<file path="config.mk">
export PLATFORM = sky130hd
export DESIGN_NAME = pipe_ctrl
export DESIGN_NICKNAME = d
export VERILOG_FILES = /design/src/rtl/pipe_ctrl.sv
export SDC_FILE = /design/constraint.sdc
export NUM_CORES = 1
export LEC_CHECK = 0
export CORE_UTILIZATION = 49
export CTS_BUF_LIST = sky130_fd_sc_hd__clkbuf_8
export CTS_CLUSTER_DIAMETER = 200
export DETAILED_ROUTE_END_ITERATION = 12
export GPL_TIMING_DRIVEN = 0
export HOLD_SLACK_MARGIN = 0.02
export PLACE_DENSITY = 0.82
export SETUP_SLACK_MARGIN = 0.05
export SKIP_CTS_REPAIR_TIMING = 1
export SLEW_MARGIN = 20
export SYNTH_ARGS = -nofsm -noshare
export SYNTH_HDL_FRONTEND = slang
export SYNTH_SLANG_ARGS = --single-unit
</file>
<file path="constraint.sdc">
create_clock -name CLK -period 2.82 [get_ports CLK]
set_input_delay 0.564 -clock CLK [delete_from_list [all_inputs] [get_ports CLK]]
set_output_delay 0.564 -clock CLK [all_outputs]
set_load 0.02 [all_outputs]
</file>
<file path="src/rtl/pipe_ctrl.sv">
// rtl/pipe_ctrl.sv - five-stage pipeline sequencer with stall/redirect counters
//
// Purpose:
//   Central sequencer for the five-stage pipeline. Drives the PC enable, the
//   four stage-register enables and the bubble-insert (flush) controls. It
//   resolves data-cache waits, load-use hazards, fetch misses, MEM-stage
//   redirects and halt through a three-state FSM. It also keeps saturating
//   stall and redirect counters.
//
// Ports:
//   CLK, RST            clock (rising edge), asynchronous active-high reset
//   ihit                fetch for the current PC completes this cycle
//   dhit                MEM-stage data access completes this cycle
//   mem_dreq            MEM-stage instruction is a load or store
//   mem_redirect        MEM-stage PC source is not PC+4
//   mem_halt            MEM-stage instruction is halt
//   ex_dren, ex_wsel    EX-stage load flag and destination register
//   id_rs, id_rt        ID-stage source registers
//   id_uses_rt          ID-stage instruction reads rt
//   pc_en               PC register loads the next PC
//   pipe1_en..pipe4_en  IF/ID, ID/EX, EX/MEM, MEM/WB load enables
//   flush1..flush3      load a bubble into pipe1..pipe3 (only with enable high)
//   halt                processor halted, sticky until reset
//   stall_cnt           cycles with pipe4_en low while not halted (saturating)
//   redir_cnt           accepted redirects (saturating)

module pipe_ctrl #(
    parameter int CNT_W = 32
) (
    input  logic             CLK,
    input  logic             RST,
    input  logic             ihit,
    input  logic             dhit,
    input  logic             mem_dreq,
    input  logic             mem_redirect,
    input  logic             mem_halt,
    input  logic             ex_dren,
    input  logic [4:0]       ex_wsel,
    input  logic [4:0]       id_rs,
    input  logic [4:0]       id_rt,
    input  logic             id_uses_rt,
    output logic             pc_en,
    output logic             pipe1_en,
    output logic             pipe2_en,
    output logic             pipe3_en,
    output logic             pipe4_en,
    output logic             flush1,
    output logic             flush2,
    output logic             flush3,
    output logic             halt,
    output logic [CNT_W-1:0] stall_cnt,
    output logic [CNT_W-1:0] redir_cnt
);

    typedef enum logic [1:0] {
        RUN    = 2'd0,
        DWAIT  = 2'd1,
        HALTED = 2'd2
    } state_t;

    state_t state;
    state_t state_nxt;

    logic load_use;
    logic tail_decode;   // evaluate the redirect / load-use / fetch-miss tiers
    logic redir_take;
    logic stall_take;

    // Register 0 is hardwired to zero, so a load targeting it never creates
    // a hazard.
    assign load_use = ex_dren && (ex_wsel != 5'd0) &&
                      ((ex_wsel == id_rs) || (id_uses_rt && (ex_wsel == id_rt)));

    always_comb begin
        pc_en       = 1'b1;
        pipe1_en    = 1'b1;
        pipe2_en    = 1'b1;
        pipe3_en    = 1'b1;
        pipe4_en    = 1'b1;
        flush1      = 1'b0;
        flush2      = 1'b0;
        flush3      = 1'b0;
        state_nxt   = state;
        tail_decode = 1'b0;
        redir_take  = 1'b0;

        case (state)
            RUN: begin
                if (mem_halt || (mem_dreq && !dhit)) begin
                    pc_en     = 1'b0;
                    pipe1_en  = 1'b0;
                    pipe2_en  = 1'b0;
                    pipe3_en  = 1'b0;
                    pipe4_en  = 1'b0;
                    state_nxt = mem_halt ? HALTED : DWAIT;
                end else begin
                    tail_decode = 1'b1;
                end
            end
            DWAIT: begin
                // The EX/MEM register is frozen, so mem_redirect still
                // reflects the waiting instruction and is honoured on dhit.
                if (!dhit) begin
                    pc_en    = 1'b0;
                    pipe1_en = 1'b0;
                    pipe2_en = 1'b0;
                    pipe3_en = 1'b0;
                    pipe4_en = 1'b0;
                end else begin
                    tail_decode = 1'b1;
                    state_nxt   = RUN;
                end
            end
            default: begin
                // HALTED, and the unused encoding: freeze everything.
                pc_en     = 1'b0;
                pipe1_en  = 1'b0;
                pipe2_en  = 1'b0;
                pipe3_en  = 1'b0;
                pipe4_en  = 1'b0;
                state_nxt = HALTED;
            end
        endcase

        if (tail_decode) begin
            if (mem_redirect) begin
                // Younger instructions are squashed, so their hazards and any
                // outstanding fetch no longer matter.
                flush1     = 1'b1;
                flush2     = 1'b1;
                flush3     = 1'b1;
                redir_take = 1'b1;
            end else if (load_use) begin
                // Hold PC and IF/ID, push a bubble into ID/EX.
                pc_en    = 1'b0;
                pipe1_en = 1'b0;
                flush2   = 1'b1;
            end else if (!ihit) begin
                // Hold PC, let older stages drain, bubble into IF/ID.
                pc_en  = 1'b0;
                flush1 = 1'b1;
            end
        end
    end

    assign stall_take = (state != HALTED) && !pipe4_en;
    assign halt       = (state == HALTED);

    always_ff @(posedge CLK or posedge RST) begin
        if (RST) begin
            state     <= RUN;
            stall_cnt <= '0;
            redir_cnt <= '0;
        end else begin
            state <= state_nxt;
            if (stall_take && (stall_cnt != {CNT_W{1'b1}})) begin
                stall_cnt <= stall_cnt + CNT_W'(1);
            end
            if (redir_take && (redir_cnt != {CNT_W{1'b1}})) begin
                redir_cnt <= redir_cnt + CNT_W'(1);
            end
        end
    end

endmodule

</file>
# Word-level counts from Yosys, hierarchy flattened
# Index checks and enable logic that the tools add are counted.
# word_totals
ramBits	0
latchBits	0
inputBits	24
reg_bits	66
mem_count	0
rom_bits	0
# op_classes
reduce_logical	14
mul	0
n_div	0
shifts	0
bitwise	0
n_eq_ne	9
add_sub_neg	2
magnitude_cmp	0
mux	23
# op_table
op	n
adder 32 x 1 -> 32 bit, second input constant	2
!= test 32 bit, second input constant	2
2-to-1 mux 1 bit	18
== test 5 bit	2
logical AND 1 bit	7
2-to-1 mux 2 bit	3
!= test 2 bit, second input constant	3
nonzero test 5 bit	1
one-hot mux 2 bit (2 select lines)	1
== test 2 x 1 -> 1 bit, second input constant	1
== test 2 bit, second input constant	1
logical NOT 1 bit	2
logical NOT 2 bit	1
logical OR 1 bit	2
one-hot mux 1 bit (2 select lines)	1
AND reduction 2 bit	1

# Logic depth before layout (Yosys ltp)
# Gate-level depths: netlist of the first run.
# depth
ltp_word	8
depth_mapped	8
ltp_nobuf	7

# Worst setup path after synthesis of the first run
# OpenSTA, ideal clock, no wires.
# synth_timing
path_kind	input to register
from	input mem_dreq
to	register redir_cnt[17]
stages	8
arrival_ns	2.290
path_buffers	1
setup_ns	0.080
setup_slack_ns	0.450
path_cell_list	o21bai_1 -> and3_2 -> nand2_1 -> inv_1 -> nand4_1 -> buf_2 -> nor4_1 -> xor2_1
# synth_via
elab_chain_len	6
# synth_rtl
element	line_no	source
from (decl)	34	input logic mem_dreq,
logical AND 1 bit	89	if (mem_halt || (mem_dreq && !dhit)) begin
logical OR 1 bit	89	
2-to-1 mux 1 bit	n/a	
one-hot mux 1 bit (2 select lines)	n/a	
net pipe2_en	44	output logic pipe2_en,
2-to-1 mux 1 bit	125	if (tail_decode) begin
net flush3	49	output logic flush3,
logical AND 1 bit	159	if (redir_take && (redir_cnt != {CNT_W{1'b1}})) begin
to (signal assigned)	160	redir_cnt <= redir_cnt + CNT_W'(1);
to (decl)	52	output logic [CNT_W-1:0] redir_cnt
# The timed path passes the listed nets, and every way through them passes these cells.
# A chain may end at the register's enable or synchronous reset.

# Worst setup path in the final report of the first run
# layout_timing
from	input id_rs[2]
to	output flush1
# layout_via
elab_chain_len	6
# layout_rtl
element	line_no	source
from (decl)	39	input logic [4:0] id_rs,
== test 5 bit	72	((ex_wsel == id_rs) || (id_uses_rt && (ex_wsel == id_rt)));
logical OR 1 bit	72	
logical AND 1 bit	71	assign load_use = ex_dren && (ex_wsel != 5'd0) &&
2-to-1 mux 1 bit	133	end else if (load_use) begin
2-to-1 mux 1 bit	126	if (mem_redirect) begin
2-to-1 mux 1 bit	125	
to (decl)	47	output logic flush1,
# Every way passes these cells.

==> results.toml, run 1 <==
[yosys]
synth_top_area_share_pct = 48.6
synth-async-reset-ratio_pct = 100
ys_seq_area_share_pct = 48.6
synth_edf_count = 0
synth-main-ff-cell = "dfrtp_1"
synth_area_leaders = "dfrtp_1 (49%), xor2_1 (14%), nand4_1 (3.9%), nor4_1 (3.7%), nand2_1 (3.6%)"
synth_cells = 343
ys_warn_count = 0
ys_seq_elements = 66
syn_nets = 369
syn_avg_cell_area_um2 = 9.90
syn_area_um2 = 3400
synth_top_area_cell = "dfrtp_1"
yosysUniqueCellTypes = 39

[critical_path]
ff2ff_path_depth = 6
cp_cell_sequence = "clkdlybuf4s50_1 > xor2_1 > nor3_2 > a32oi_2 > o31ai_2 > buf_4 > a21oi_1 > buf_4"
crit_arrival_ps = 2180
startpoint_type = "primary input"
crit_fanout = 3
crit_path_end_kind = "primary output"
critPathKind = "primary input to primary output"
crit_path_frequent_cell = "buf_4"
cp_slowest_cell = "clkdlybuf4s50_1"
cpPeakStageDelay_ps = 420
cp.required_ps = 2260
regToRegSetupSlack_ps = 380

[timing]
worst_pin_slew_ps = 760
post-route-period-util_pct = 97.2
rsz0062_at_grt = "false"
setup_viol = 0
hold_viol = 0
fin_crit_ps = 2740
skew_ps = 8.43
max-slew-margin-rel_pct = 49.4
report.final.slew_viol_count = 0
post-route-worst-setup-slack_ps = 79.9
fmax_mhz = 365

[final_layout]
final_cell_mix = "clkdlybuf4s50_1 (82), dfrtp_1 (66), xor2_1 (56)"
diodes = 0
final_common_cell = "clkdlybuf4s50_1"
nNetsFinal = 479
drive_above_1_share_pct = 8.53
area_growth_pct = 39.3
utilization_pct = 72.4

[hold_path]
hold_path_class = "flop to flop"
hold_path_depth = 1

[cts]
cts_buffers = 9
cts_buffer_depth = 2
cts_tree = "done"
clk_pin_slew_worst_paths_ps = 70
clk_latency_ps = 340
cts.sinks = 66
htreeDepth = 3
clockRootBuffer = "clkbuf_8"

[placement]
hpwl_mm = 6.12
gp_congestion = 0.887
placement.io_buffers = 96
dp_slack_ps = -461

[route]
drt_iter0_markers = 163
via_count = 3069
drtAntennaViolNets = 0
wirelength_mm = 8.65
route.detailed.drc = 0
first_pass_iters = 5
post_drt_wl_per_cell_um = 16.2
viasPerCell = 5.75

[power]
power.density_nw_per_um2 = 393
p_leak_nw = 2.23
ir_worst_vdd_v = 0.000262

[floorplan]
rows = 29
initial_utilization_pct = 52.0
core-area_um2 = 6530
ios = 97
die_area_um2 = 7270
dieHeight_um = 85.2
die_x_um = 85.2

[status]
status = "finished clean"

[global_route]
first_global_vias = 2885
grt_max_degree = 38
grt_usage_pct = 23.6
grt_antenna_before_repair = 0
grt_first_pass_wirelength_mm = 13.4
gr-total-overflow = 0

[flow_run]
drv_cap = 0
[cell type report]
class / instances / area (µm²)
plain buffers: 10 / 52.6
clock buffers: 10 / 138
clock inverters: 5 / 47.5
fillers: 480 / 1800
inverters: 7 / 28.8
multi-input cells: 260 / 1700
flip-flops and latches: 66 / 1650
well taps: 77 / 96.3
repair buffers: 99 / 1020
[cells by family after synthesis]
group	Yosys count	synth area share [%]
adders and majority gates	2	0.737
AOI/OAI and AO/OA	17	3.24
and+or+nand+nor	170	26.6
muxes	2	0.663
DFF	66	48.6
xor gates and xnor gates	69	17.8
buffers and inverters	17	2.32
[registers in the layout, summed over array words and instances (netlist names)]
| name | flops |
|---|---|
| redir_cnt | 32 |
| stall_cnt | 32 |
| state | 2 |
[report_power, final]
group | switching [mW] | leakage, nW | internal [mW]
Combinational | 0.0582 | 1.25 | 0.0588
Clock | 0.354 | 0.105 | 0.418
Sequential | 0.0125 | 0.883 | 0.955
Total | 0.425 | 2.23 | 1.43
[metrics by stage]
stage	hold slack [ps]	total power [mW]	setup TNS, ps	cells	instance area (µm²)
after CTS	500	1.86	-2050	532	4660
after detailed placement	485	1.10	-2690	517	4480
final	497	1.86	0	534	4730
after floorplan	477	1.03	0	343	3400
after global placement	474	1.09	-31910	516	4450
after global routing	519	1.91	0	534	4730
[critical path: cells and delay by family]
| kind | cells | cell delay [ps] |
|---|---|---|
| compound gates | 3 | 480 |
| xor+xnor | 1 | 160 |
| buf+inv | 3 | 750 |
| simple gates | 1 | 230 |
[synth_stat cells, types with 3 or more instances]
cell type  instances
a21oi_1            5
and4_1             5
nor2_1            30
buf_4              3
xor2_1            56
nor4_1            20
nand2_1           33
or3_1              3
inv_1              7
and3_1             4
clkbuf_1           4
dfrtp_1           66
o21ai_0            3
xnor2_1           13
nand4_1           21
nor3_1            20
nand3_1           20
[path summary, 6_finish.rpt]
kind                               start       endpoint
max                             id_rs[2]         flush1
min                        redir_cnt[29]  redir_cnt[29]
max reg2reg                redir_cnt[15]   redir_cnt[4]
min reg2reg                redir_cnt[29]  redir_cnt[29]
max in group asynchronous            RST   stall_cnt[2]
min in group asynchronous            RST  redir_cnt[28]
[layer usage]
layer | global-route usage [%] | vias up | routed length [µm]
met2 | 41.1 | 120 | 4350
li1 | - | 1435 | -
met5 | 0 | - | 0
met3 | 5.74 | 21 | 488
met4 | 8.94 | 0 | 165
met1 | 28.3 | 1493 | 3640
No activity file was read; power rests on OpenSTA's default activity.
==> run 2: changes to the inputs <==
--- a/config.mk
+++ b/config.mk
@@ -5,13 +5,15 @@
 export SDC_FILE = /design/constraint.sdc
 export NUM_CORES = 1
 export LEC_CHECK = 0
-export CORE_UTILIZATION = 49
+export CELL_PAD_IN_SITES_DETAIL_PLACEMENT = 1
+export CELL_PAD_IN_SITES_GLOBAL_PLACEMENT = 1
+export CORE_UTILIZATION = 37
 export CTS_BUF_LIST = sky130_fd_sc_hd__clkbuf_8
 export CTS_CLUSTER_DIAMETER = 200
 export DETAILED_ROUTE_END_ITERATION = 12
 export GPL_TIMING_DRIVEN = 0
 export HOLD_SLACK_MARGIN = 0.02
-export PLACE_DENSITY = 0.82
+export PLACE_DENSITY_LB_ADDON = 0.1
 export SETUP_SLACK_MARGIN = 0.05
 export SKIP_CTS_REPAIR_TIMING = 1
 export SLEW_MARGIN = 20
==> results.toml, run 2 (same netlist as run 1, synthesis figures left out) <==
[global_route]
grt_first_pass_wirelength_mm = 15.8
gr-usage-met2_pct = 37.3
first_global_vias = 3144
grt_usage_pct = 20.6
gr-total-overflow = 0
grt_max_degree = 42
grtUsageMet1_pct = 24.9
grt_busiest_layer = "met2"
grt_antenna_before_repair = 0
use_met3_pct = 3.87

[timing]
skew_ps = 11.6
fmax_mhz = 370
max-slew-margin-rel_pct = 48.0
hold_viol = 0
finalSetupTns_ps = 0
worst_pin_slew_ps = 779
report.final.slew_viol_count = 0
post-route-period-util_pct = 95.9
rsz0062_at_grt = "false"
setup_viol = 0
fin_crit_ps = 2700

[cts]
htreeDepth = 3
cts.sinks = 66
cts_tree = "done"
cts_buffer_depth = 2
clk_latency_ps = 340
cts_buffers = 9
clk_pin_slew_worst_paths_ps = 80
clockRootBuffer = "clkbuf_8"

[placement]
placement.io_buffers = 96
gp_congestion = 0.777
post_dp_cell_area_um2 = 4510
hpwl_mm = 6.80

[floorplan]
ios = 97
die_area_um2 = 9560
die_x_um = 97.8
core-area_um2 = 8810
rows = 34
initial_utilization_pct = 38.6
dieHeight_um = 97.8

[flow_run]
drv_cap = 0

[critical_path]
critPathKind = "primary input to primary output"
crit_fanout = 6
ff2ff_path_depth = 5
startpoint = "dhit"
cp.required_ps = 2260
crit_arrival_ps = 2140
crit_path_end_kind = "primary output"
startpoint_type = "primary input"
r2r_start = "stall_cnt[3]"

[route]
viasPerCell = 5.29
post_drt_wl_per_cell_um = 16.6
drt_iter0_markers = 72
route.detailed.drc = 12
first_pass_iters = 8
via_count = 2994
drtAntennaViolNets = 0
wirelength_mm = 9.38

[final_layout]
diodes = 0
final_common_cell = "clkdlybuf4s50_1"
area_growth_pct = 42.0
regArea_um2 = 1650
final_cell_area_um2 = 4820
drive_above_1_share_pct = 8.73
top_regs = "redir_cnt x32, stall_cnt x32, state x2"
final_cell_mix = "clkdlybuf4s50_1 (83), dfrtp_1 (66), xor2_1 (56)"
nNetsFinal = 479
fillers = 1018
multi_input_area_um2 = 1680

[hold_path]
min_from = "redir_cnt[29]"
hold_path_class = "flop to flop"
hold_path_depth = 1

[status]
status = "complete, but fails checks"
violations = "design-rule violations"

[power]
ir_worst_vdd_v = 0.000246
p_leak_nw = 2.25
power.density_nw_per_um2 = 435
run 2: area by class of cell:
| type | count | area share, % |
|---|---|---|
| Buffer | 10 | 1.09 |
| Clock buffer | 10 | 2.85 |
| Clock inverter | 6 | 2.34 |
| Inverter | 7 | 0.597 |
| Multi-Input combinational cell | 260 | 34.9 |
| Sequential cell | 66 | 34.3 |
| Tap cell | 108 | 2.80 |
| Timing Repair Buffer | 99 | 21.1 |
run 2: metrics by stage:
step / std cells / setup slack (ps) / power [mW] / util [%] / hold slack, ps
after floorplan: 343 / 450 / 1.03 / - / 477
after global placement: 547 / -632 / 1.10 / 51.0 / 479
after CTS: 564 / -515 / 2.13 / 54.1 / 497
final: 566 / 117 / 2.10 / 54.7 / 492
after detailed placement: 548 / -498 / 1.10 / 51.3 / 482
after global routing: 566 / 52.0 / 2.18 / 54.7 / 517
run 2: final timing paths:
check	slack, ps	to
setup / recovery	120	pipe3_en
hold / removal	490	redir_cnt[29]
setup reg to reg	340	stall_cnt[23]
hold reg to reg	490	redir_cnt[29]
max in group asynchronous	1730	redir_cnt[4]
min in group asynchronous	550	redir_cnt[30]
run 2: power by group:
group | total (mW) | switching [mW] | internal (mW)
Sequential | 0.967 | 0.0122 | 0.955
Combinational | 0.115 | 0.0562 | 0.0584
Clock | 1.02 | 0.401 | 0.615
run 2: critical path, cell delays in order:
cell	delay (ps)
clkdlybuf4s50_1	480
o21bai_1	130
and3_4	250
buf_4	110
clkdlybuf4s50_1	590
run 2: per-layer routing:
layer / routed length (µm) / vias to the layer above / share of wire [%]
li1: - / 1434 / -
met1: 4050 / 1508 / 43
met2: 5000 / 44 / 53
met3: 241 / 8 / 2.6
met4: 83 / 0 / 0.89
met5: 0 / - / 0
